===== config.mk =====
export PLATFORM = sky130hd
export DESIGN_NAME = out_burst_sched
export DESIGN_NICKNAME = d
export VERILOG_FILES = /design/src/rtl/out_sched_pkg.sv /design/src/rtl/out_desc_fifo.sv /design/src/rtl/out_burst_sched.sv
export SDC_FILE = /design/constraint.sdc
export NUM_CORES = 1
export LEC_CHECK = 0
export ABC_AREA = 1
export BUFFER_PORTS_ARGS = -buffer_cell sky130_fd_sc_hd__buf_2
export CAP_MARGIN = 20
export CELL_PAD_IN_SITES_DETAIL_PLACEMENT = 0
export CELL_PAD_IN_SITES_GLOBAL_PLACEMENT = 1
export CORE_UTILIZATION = 40
export CTS_CLUSTER_DIAMETER = 200
export DETAILED_ROUTE_END_ITERATION = 10
export PLACE_DENSITY = 0.84
export SLEW_MARGIN = 30
export SYNTH_ARGS = -nofsm -noshare
export SYNTH_HDL_FRONTEND = slang
export SYNTH_SLANG_ARGS = --single-unit

===== constraint.sdc =====
create_clock -name clk -period 6.28 [get_ports clk]
set_input_delay 1.256 -clock clk [delete_from_list [all_inputs] [get_ports clk]]
set_output_delay 1.256 -clock clk [all_outputs]
set_load 0.02 [all_outputs]

===== src/rtl/out_sched_pkg.sv =====
// Shared constants, FSM state encoding and descriptor type for the output burst scheduler.
package out_sched_pkg;

  localparam int BEAT_BYTES  = 64;
  localparam int BURST_BEATS = 64;
  localparam int PAGE_SHIFT  = 12;
  localparam int DESC_ADDR_W = 64;
  localparam int BEAT_CNT_W  = 27;
  localparam int BURST_CNT_W = 21;

  typedef enum logic [2:0] {
    ST_IDLE,
    ST_LOAD,
    ST_START,
    ST_RUN,
    ST_CLEAN,
    ST_DONE
  } state_t;

  typedef struct packed {
    logic [DESC_ADDR_W-1:0] addr;
    logic [31:0]            len;
  } desc_t;

  // AXI len field (beats-1) of burst idx for a page of the given beat count.
  function automatic logic [7:0] burst_len(input logic [BEAT_CNT_W-1:0]  beats,
                                           input logic [BURST_CNT_W-1:0] idx);
    logic [BEAT_CNT_W-1:0] rem;
    rem = beats - {idx, 6'b0};
    burst_len = (rem >= BEAT_CNT_W'(BURST_BEATS)) ? 8'd63 : rem[7:0] - 8'd1;
  endfunction

endpackage


===== src/rtl/out_desc_fifo.sv =====
// Page-descriptor FIFO; count is registered so full/empty never see a same-cycle pop.
module out_desc_fifo
  import out_sched_pkg::*;
#(
  parameter int DEPTH = 4
) (
  input  logic  clk,
  input  logic  rst,
  input  logic  push,
  input  logic  pop,
  input  desc_t wdata,
  output desc_t rdata,
  output logic  full,
  output logic  empty
);

  localparam int PTR_W = $clog2(DEPTH);

  desc_t            mem [DEPTH];
  logic [PTR_W-1:0] wr_ptr;
  logic [PTR_W-1:0] rd_ptr;
  logic [PTR_W:0]   count;

  always_ff @(posedge clk) begin
    if (rst) begin
      wr_ptr <= '0;
      rd_ptr <= '0;
      count  <= '0;
    end else begin
      if (push) begin
        mem[wr_ptr] <= wdata;
        wr_ptr      <= wr_ptr + PTR_W'(1);
      end
      if (pop) rd_ptr <= rd_ptr + PTR_W'(1);
      case ({push, pop})
        2'b10:   count <= count + (PTR_W+1)'(1);
        2'b01:   count <= count - (PTR_W+1)'(1);
        default: count <= count;
      endcase
    end
  end

  assign rdata = mem[rd_ptr];
  assign full  = (count == (PTR_W+1)'(DEPTH));
  assign empty = (count == '0);

endmodule


===== src/rtl/out_burst_sched.sv =====
// Output-stage page sequencer: splits each page into 4KB AXI bursts and gates W beats by AW credit.
// Define OUT_PERF_CNT_EN to add the saturating perf_pages/perf_beats/perf_wstall counters.
//
// state    | meaning
// IDLE     | waiting for a queued descriptor
// LOAD     | pop descriptor, latch base/length, derive beat/burst counts
// START    | one-cycle start pulse to the result-buffer output unit
// RUN      | issue AW bursts and pass W beats under credit
// CLEAN    | all data sent, waiting for buffer valid-bit clean-up
// DONE     | one-cycle page_done
module out_burst_sched
  import out_sched_pkg::*;
#(
  parameter int DESC_DEPTH      = 4,
  parameter int MAX_OUTSTANDING = 2,
  parameter int ADDR_W          = 64
) (
  input  logic              clk,
  input  logic              rst,
  input  logic              desc_valid,
  output logic              desc_ready,
  input  logic [ADDR_W-1:0] desc_addr,
  input  logic [31:0]       desc_len,
  output logic              buf_start,
  output logic [31:0]       buf_len,
  input  logic              buf_valid,
  input  logic              buf_last,
  output logic              buf_ready,
  input  logic              buf_cl_finish,
  output logic              aw_valid,
  input  logic              aw_ready,
  output logic [ADDR_W-1:0] aw_addr,
  output logic [7:0]        aw_len,
  output logic              w_valid,
  input  logic              w_ready,
  output logic              w_last,
  output logic              page_done,
  output logic              busy,
  output logic              err_align
`ifdef OUT_PERF_CNT_EN
  ,
  output logic [31:0]       perf_pages,
  output logic [31:0]       perf_beats,
  output logic [31:0]       perf_wstall
`endif
);

  state_t                 state, state_nx;
  desc_t                  fifo_wdata, fifo_rdata;
  logic                   fifo_full, fifo_empty, fifo_pop, desc_push;
  logic [ADDR_W-1:0]      base_q;
  logic [31:0]            len_q;
  logic [BEAT_CNT_W-1:0]  beats_q, ld_beats;
  logic [BURST_CNT_W-1:0] bursts_q, aw_idx, wb_idx;
  logic [5:0]             wbeat;
  logic [2:0]             credit;
  logic [7:0]             head_len;
  logic                   err_q, in_run, has_credit, aw_fire, w_fire, w_burst_end;
  logic                   unused_addr_lsb;

  assign unused_addr_lsb = ^desc_addr[PAGE_SHIFT-1:0];
  assign desc_ready      = ~fifo_full;
  assign desc_push       = desc_valid & ~fifo_full;
  assign fifo_wdata      = '{addr: DESC_ADDR_W'({desc_addr[ADDR_W-1:PAGE_SHIFT], 12'h000}),
                             len:  desc_len};

  out_desc_fifo #(.DEPTH(DESC_DEPTH)) u_desc_fifo (
    .clk   (clk),
    .rst   (rst),
    .push  (desc_push),
    .pop   (fifo_pop),
    .wdata (fifo_wdata),
    .rdata (fifo_rdata),
    .full  (fifo_full),
    .empty (fifo_empty)
  );

  assign ld_beats = {1'b0, fifo_rdata.len[31:6]} + BEAT_CNT_W'(|fifo_rdata.len[5:0]);

  always_comb begin
    state_nx  = state;
    buf_start = 1'b0;
    page_done = 1'b0;
    fifo_pop  = 1'b0;
    unique case (state)
      ST_IDLE:  if (!fifo_empty) state_nx = ST_LOAD;
      ST_LOAD: begin
        fifo_pop = 1'b1;
        state_nx = (fifo_rdata.len == 32'd0) ? ST_DONE : ST_START;
      end
      ST_START: begin
        buf_start = 1'b1;
        state_nx  = ST_RUN;
      end
      ST_RUN:   if (wb_idx == bursts_q && aw_idx == bursts_q) state_nx = ST_CLEAN;
      ST_CLEAN: if (buf_cl_finish) state_nx = ST_DONE;
      ST_DONE: begin
        page_done = 1'b1;
        state_nx  = ST_IDLE;
      end
      default:  state_nx = ST_IDLE;
    endcase
  end

  // W only sees the registered credit, so aw_ready never reaches w_valid combinationally.
  assign in_run      = (state == ST_RUN);
  assign has_credit  = (credit != 3'd0);
  assign aw_valid    = in_run & (aw_idx != bursts_q) & (credit < 3'(MAX_OUTSTANDING));
  assign aw_addr     = aw_valid ? base_q + (ADDR_W'(aw_idx) << PAGE_SHIFT) : '0;
  assign aw_len      = aw_valid ? burst_len(beats_q, aw_idx) : 8'd0;
  assign head_len    = burst_len(beats_q, wb_idx);
  assign w_burst_end = ({2'b00, wbeat} == head_len);
  assign w_valid     = buf_valid & in_run & has_credit;
  assign buf_ready   = w_ready & in_run & has_credit;
  assign w_last      = w_valid & w_burst_end;
  assign aw_fire     = aw_valid & aw_ready;
  assign w_fire      = w_valid & w_ready;
  assign buf_len     = len_q;
  assign busy        = (state != ST_IDLE) | ~fifo_empty;
  assign err_align   = err_q;

  always_ff @(posedge clk) begin
    if (rst) begin
      state    <= ST_IDLE;
      base_q   <= '0;
      len_q    <= '0;
      beats_q  <= '0;
      bursts_q <= '0;
      aw_idx   <= '0;
      wb_idx   <= '0;
      wbeat    <= '0;
      credit   <= '0;
      err_q    <= 1'b0;
    end else begin
      state <= state_nx;
      if (state == ST_LOAD) begin
        base_q   <= ADDR_W'(fifo_rdata.addr);
        len_q    <= fifo_rdata.len;
        beats_q  <= ld_beats;
        bursts_q <= ld_beats[BEAT_CNT_W-1:6] + BURST_CNT_W'(|ld_beats[5:0]);
        aw_idx   <= '0;
        wb_idx   <= '0;
        wbeat    <= '0;
        credit   <= '0;
      end
      if (aw_fire) aw_idx <= aw_idx + BURST_CNT_W'(1);
      if (w_fire) begin
        wbeat <= w_burst_end ? 6'd0 : wbeat + 6'd1;
        if (w_burst_end) wb_idx <= wb_idx + BURST_CNT_W'(1);
        if (buf_last != w_burst_end) err_q <= 1'b1;
      end
      case ({aw_fire, w_fire & w_burst_end})
        2'b10:   credit <= credit + 3'd1;
        2'b01:   credit <= credit - 3'd1;
        default: credit <= credit;
      endcase
    end
  end

`ifdef OUT_PERF_CNT_EN
  always_ff @(posedge clk) begin
    if (rst) begin
      perf_pages  <= '0;
      perf_beats  <= '0;
      perf_wstall <= '0;
    end else begin
      if (page_done && !(&perf_pages)) perf_pages <= perf_pages + 32'd1;
      if (w_fire && !(&perf_beats)) perf_beats <= perf_beats + 32'd1;
      if (in_run && buf_valid && !w_ready && !(&perf_wstall)) perf_wstall <= perf_wstall + 32'd1;
    end
  end
`endif

endmodule


==> summary.txt <==
Yosys
  – Mean Syn Cell Area: 8.600 sq um
  – Post-synth top area cell: edfxtp_1
  – Top cells by area, synth: edfxtp_1 (36%), dfxtp_1 (14%), nand2_1 (7.4%)
  – Async S/R FF share, synth: 0%
  – Mapped Area: 0.02770 sq mm
  – EDFF count, synth: 336
  – Yosys warns: 0
  – Sequential fraction of the synthesis area: between 50% and 60%
  – FF+latch count, synth: about 530
  – Ys flop type: edfxtp_1
  – Synth unique cells: 65
  – Area share of the largest cell type after synthesis: 36.43%
  – Synthesized instance count: 3221

Setup path
  – CP Buf/Inv Count: 2
  – CP most frequent cell: nand2_1
  – Startpoint Class: flop
  – CP delay by family, top: simple AND/OR/NAND/NOR gates
  – CP Cell Sequence: inv_1, fa_1, nand3_1, nand2_1, nand2_1, nand2_1, a21oi_1, o21ai_0, a21oi_1, o21ai_0, xor2_1, nor3b_1, nand4_1, nor2_1, nor2_1, buf_2
  – Max FO, Critical Path: 8
  – Crit path DAT: 4.65 ns
  – Largest stage delay on the critical path: 0.53 ns
  – Cell at the slowest stage of the critical path: dfxtp_1
  – WS Path Type: flop to primary output
  – Critical Path Sink Type: primary output
  – Critical Path RT: 5.02 ns

Pwr
  – LEAKAGE: 12.70 nW
  – Seq pwr share: 34.3%
  – Clk pwr share: 24.3%
  – VDD IR max: 0.2710 mV
  – Net Switching: roughly 0.0056 W
  – Gate power share: about two fifths
  – PwrDens: 429.9 mW/mm^2
  – Net Sw Frac: 41.71%
  – Cell-internal power: 0.007850 W

Outcome
  – Status: complete, but fails checks
  – Failing checks: design-rule violations

CTS
  – CTS clk-pin slew, worst paths: around 0.060 ns
  – H-tree lvl count: 2
  – TritonCTS Buffers: 52
  – Hold Buf Count CTS: 0
  – PostCTS Resize Cnt: 0
  – TritonCTS clock tree: built
  – Setup bufs post-CTS: 0
  – Skew-Pair Late Insertion Delay: a little over 0.6 ns
  – Clock Path Buffers: 3
  – Sink Count: about 530
  – Root Buffer: clkbuf_16

Route
  – Antenna-violating nets left: 0
  – DRT iter0 DRCs: 1658
  – Vias: 22410
  – DR vias/cell: 5.160
  – Post-Route WL: 75.93 mm
  – Routed len/inst: 17.49 microns
  – Drc violations: 1
  – First-pass DRT Iterations: 11

Die
  – Cell row count: 96
  – Ports: ~220
  – Die ar.: ~0.070 sq mm
  – Die width: about 270 microns
  – Initial Util: roughly 40%
  – Core area: 0.06859 sq mm
  – Die H: 265.2 microns

STA
  – Fin crit share: 93.99%
  – Worst Tran Pin Value: 0.9695 ns
  – RSZ-0062 raised after global routing: no
  – Max frequency: 0.1694 GHz
  – Final setup fails: 0
  – Final-report max-slew violation count: 0
  – Relative slew slack: about a third
  – Fin crit period: 5.903 ns
  – Clk_skew: about 0.033 ns
  – Final Hold Vio Count: 0
  – Final setup TNS: 0 ns

Place
  – Placed instance area: 0.02946 sq mm
  – GP Congestion: 0.9232
  – DP HPWL: about 53 mm
  – # port buffers: 192

GRT
  – All-layer global routing usage: 21.25%
  – Antenna violations before repair: 13
  – Vias in the first global route: 21030
  – Total grt overflow: 0
  – Largest net degree at the start of global routing: 106
  – First-pass GRT wire length: 118.1 mm

Finish
  – Layout Nets: 3548
  – Finished Core Util: 45.67%
  – Share of layout cells above drive strength 1: between 10% and 20%
  – Syn-to-layout area delta: 13.10%
  – Fin area: 0.03133 sq mm

Min path
  – Hold Path Class: flop to flop

Flow run
  – MaxCap Viol Count: 0
-- final cells by class --
| class | instances | area (sq um) |
|---|---|---|
| Clock inverter | 33 | 421.7 |
| Clock buffer | 65 | 1400 |
| Sequential cell | 532 | 14020 |
| Multi-Input combinational cell | 2176 | 11620 |
| Antenna cell | 3 | 7.507 |
| Inverter | 382 | 1444 |
| Fill cell | 6652 | 37260 |
| Tap cell | 931 | 1165 |
| Timing Repair Buffer | 220 | 1249 |
-- worst register-to-register path, cell delays in order (launching register included) --
cell     delay (ns)
dfxtp_1        0.37
ha_1           0.25
fa_1           0.41
inv_1          0.17
nand3_1        0.11
nand3_1        0.12
nand3_1        0.08
nor2_1         0.22
nand3_1        0.11
nor2_1         0.11
nand2_1        0.07
nor3_1         0.35
nand4_1        0.15
nand2_1        0.09
nand2_1        0.05
nor2_2         0.52
nand3_4        0.23
buf_4          0.29
nor2_4         0.32
ha_1           0.21
inv_1          0.06
fa_1           0.37
a21oi_1        0.14
o21ai_0        0.11
o21ai_0        0.16
a21oi_1        0.05
-- stage by stage --
step	hold WS [ns]	instances	total power [W]	setup slack (ns)
floorplan	0.4225	3232	0.008708	0.1329
global placement	0.4336	4240	0.01016	1.135
detailed placement	0.4390	4240	0.01021	1.043
CTS	0.4480	4338	0.01349	0.3673
global route	0.4766	4342	0.01444	0.1061
finish	0.4480	4342	0.01347	0.3773
-- state kept, by name, summed over array words and instances (netlist names), 2 cells and up, named ones only --
name / count
aw_idx: 21
base_q: 52
beats_q: 27
buf_len: 32
bursts_q: 21
credit: 3
state: 3
u_desc_fifo.count: 3
u_desc_fifo.mem: 336
u_desc_fifo.rd_ptr: 2
u_desc_fifo.wr_ptr: 2
wb_idx: 21
wbeat: 6
-- logic make-up (layout without fill, tap and decap cells) --
logic type	after synthesis	count (layout)	synth area share (%)
compound gates	754	754	15.09
simple gates	1221	1221	19.27
flops	532	532	50.59
xor+xnor	109	109	3.555
fa+ha+maj	80	80	3.749
buf+inv	524	700	7.729
other cells	1	15	0.01354
-- placed cells by master, fill, tap and decap left out, types with 6 or more instances in the layout --
| cell | count |
|---|---|
| ha_1 | 75 |
| conb_1 | 12 |
| bufinv_16 | 7 |
| nor2_4 | 9 |
| buf_2 | 192 |
| o211ai_1 | 8 |
| edfxtp_1 | 336 |
| dfxtp_1 | 194 |
| nand4_1 | 62 |
| xnor2_1 | 36 |
| a32o_1 | 8 |
| clkinv_1 | 9 |
| o22ai_1 | 56 |
| nand2_1 | 543 |
| clkbuf_1 | 8 |
| nor3b_1 | 6 |
| xor2_1 | 69 |
| o21bai_1 | 40 |
| nand2_2 | 15 |
| nor3_1 | 54 |
| o21ai_1 | 7 |
| clkbuf_16 | 52 |
| clkinv_2 | 11 |
| o21ai_0 | 310 |
| inv_1 | 359 |
| buf_4 | 21 |
| nor2_1 | 328 |
| nor4_1 | 23 |
| a21oi_1 | 279 |
| inv_2 | 15 |
| a211oi_1 | 8 |
| clkinvlp_4 | 6 |
| nor2_2 | 15 |
| nand3_1 | 138 |
-- routing by layer --
| layer | share of wire, % | GRT usage [%] | vias to the layer above |
|---|---|---|---|
| met5 | 0.13 | 0 | - |
| met3 | 5.5 | 3.148 | 120 |
| met2 | 48 | 35.94 | 605 |
| li1 | - | - | 11260 |
| met4 | 2.8 | 6.546 | 18 |
| met1 | 44 | 28.01 | 10410 |
-- synth_stat cells, types with 9 or more instances --
cell / number
nand2_1: 543
inv_1: 360
edfxtp_1: 336
nor2_1: 332
o21ai_0: 310
a21oi_1: 279
dfxtp_1: 196
nand3_1: 138
clkbuf_1: 97
ha_1: 75
xor2_1: 69
nand4_1: 62
o22ai_1: 56
nor3_1: 55
o21bai_1: 40
xnor2_1: 36
nor4_1: 23
inv_2: 17
nand2_2: 15
nor2_2: 15
buf_4: 13
buf_6: 13
buf_1: 9
-- final timing paths --
| path | start | endpoint | slack (ns) | cells past startpoint |
|---|---|---|---|---|
| max | aw_idx[1]$_SDFFE_PP0P_ | aw_len[4] | 0.38 | 16 |
| min | credit[0]$_SDFFE_PP0P_ | credit[0]$_SDFFE_PP0P_ | 0.45 | 1 |
| max reg2reg | wb_idx[0]$_SDFF_PP0_ | credit[2]$_SDFFE_PP0P_ | 1.04 | 25 |
| min reg2reg | credit[0]$_SDFFE_PP0P_ | credit[0]$_SDFFE_PP0P_ | 0.45 | 1 |
-- power by group through the flow --
stage / combinational [W] / clock (W) / sequential [W]
floorplan: 0.00412 / 0 / 0.00458
detailed placement: 0.00553 / 0 / 0.00468
global route: 0.00631 / 0.00347 / 0.00466
CTS: 0.00556 / 0.00332 / 0.00461
global placement: 0.00549 / 0 / 0.00468
finish: 0.00558 / 0.00327 / 0.00462
Power figures use the tool's default switching activity.
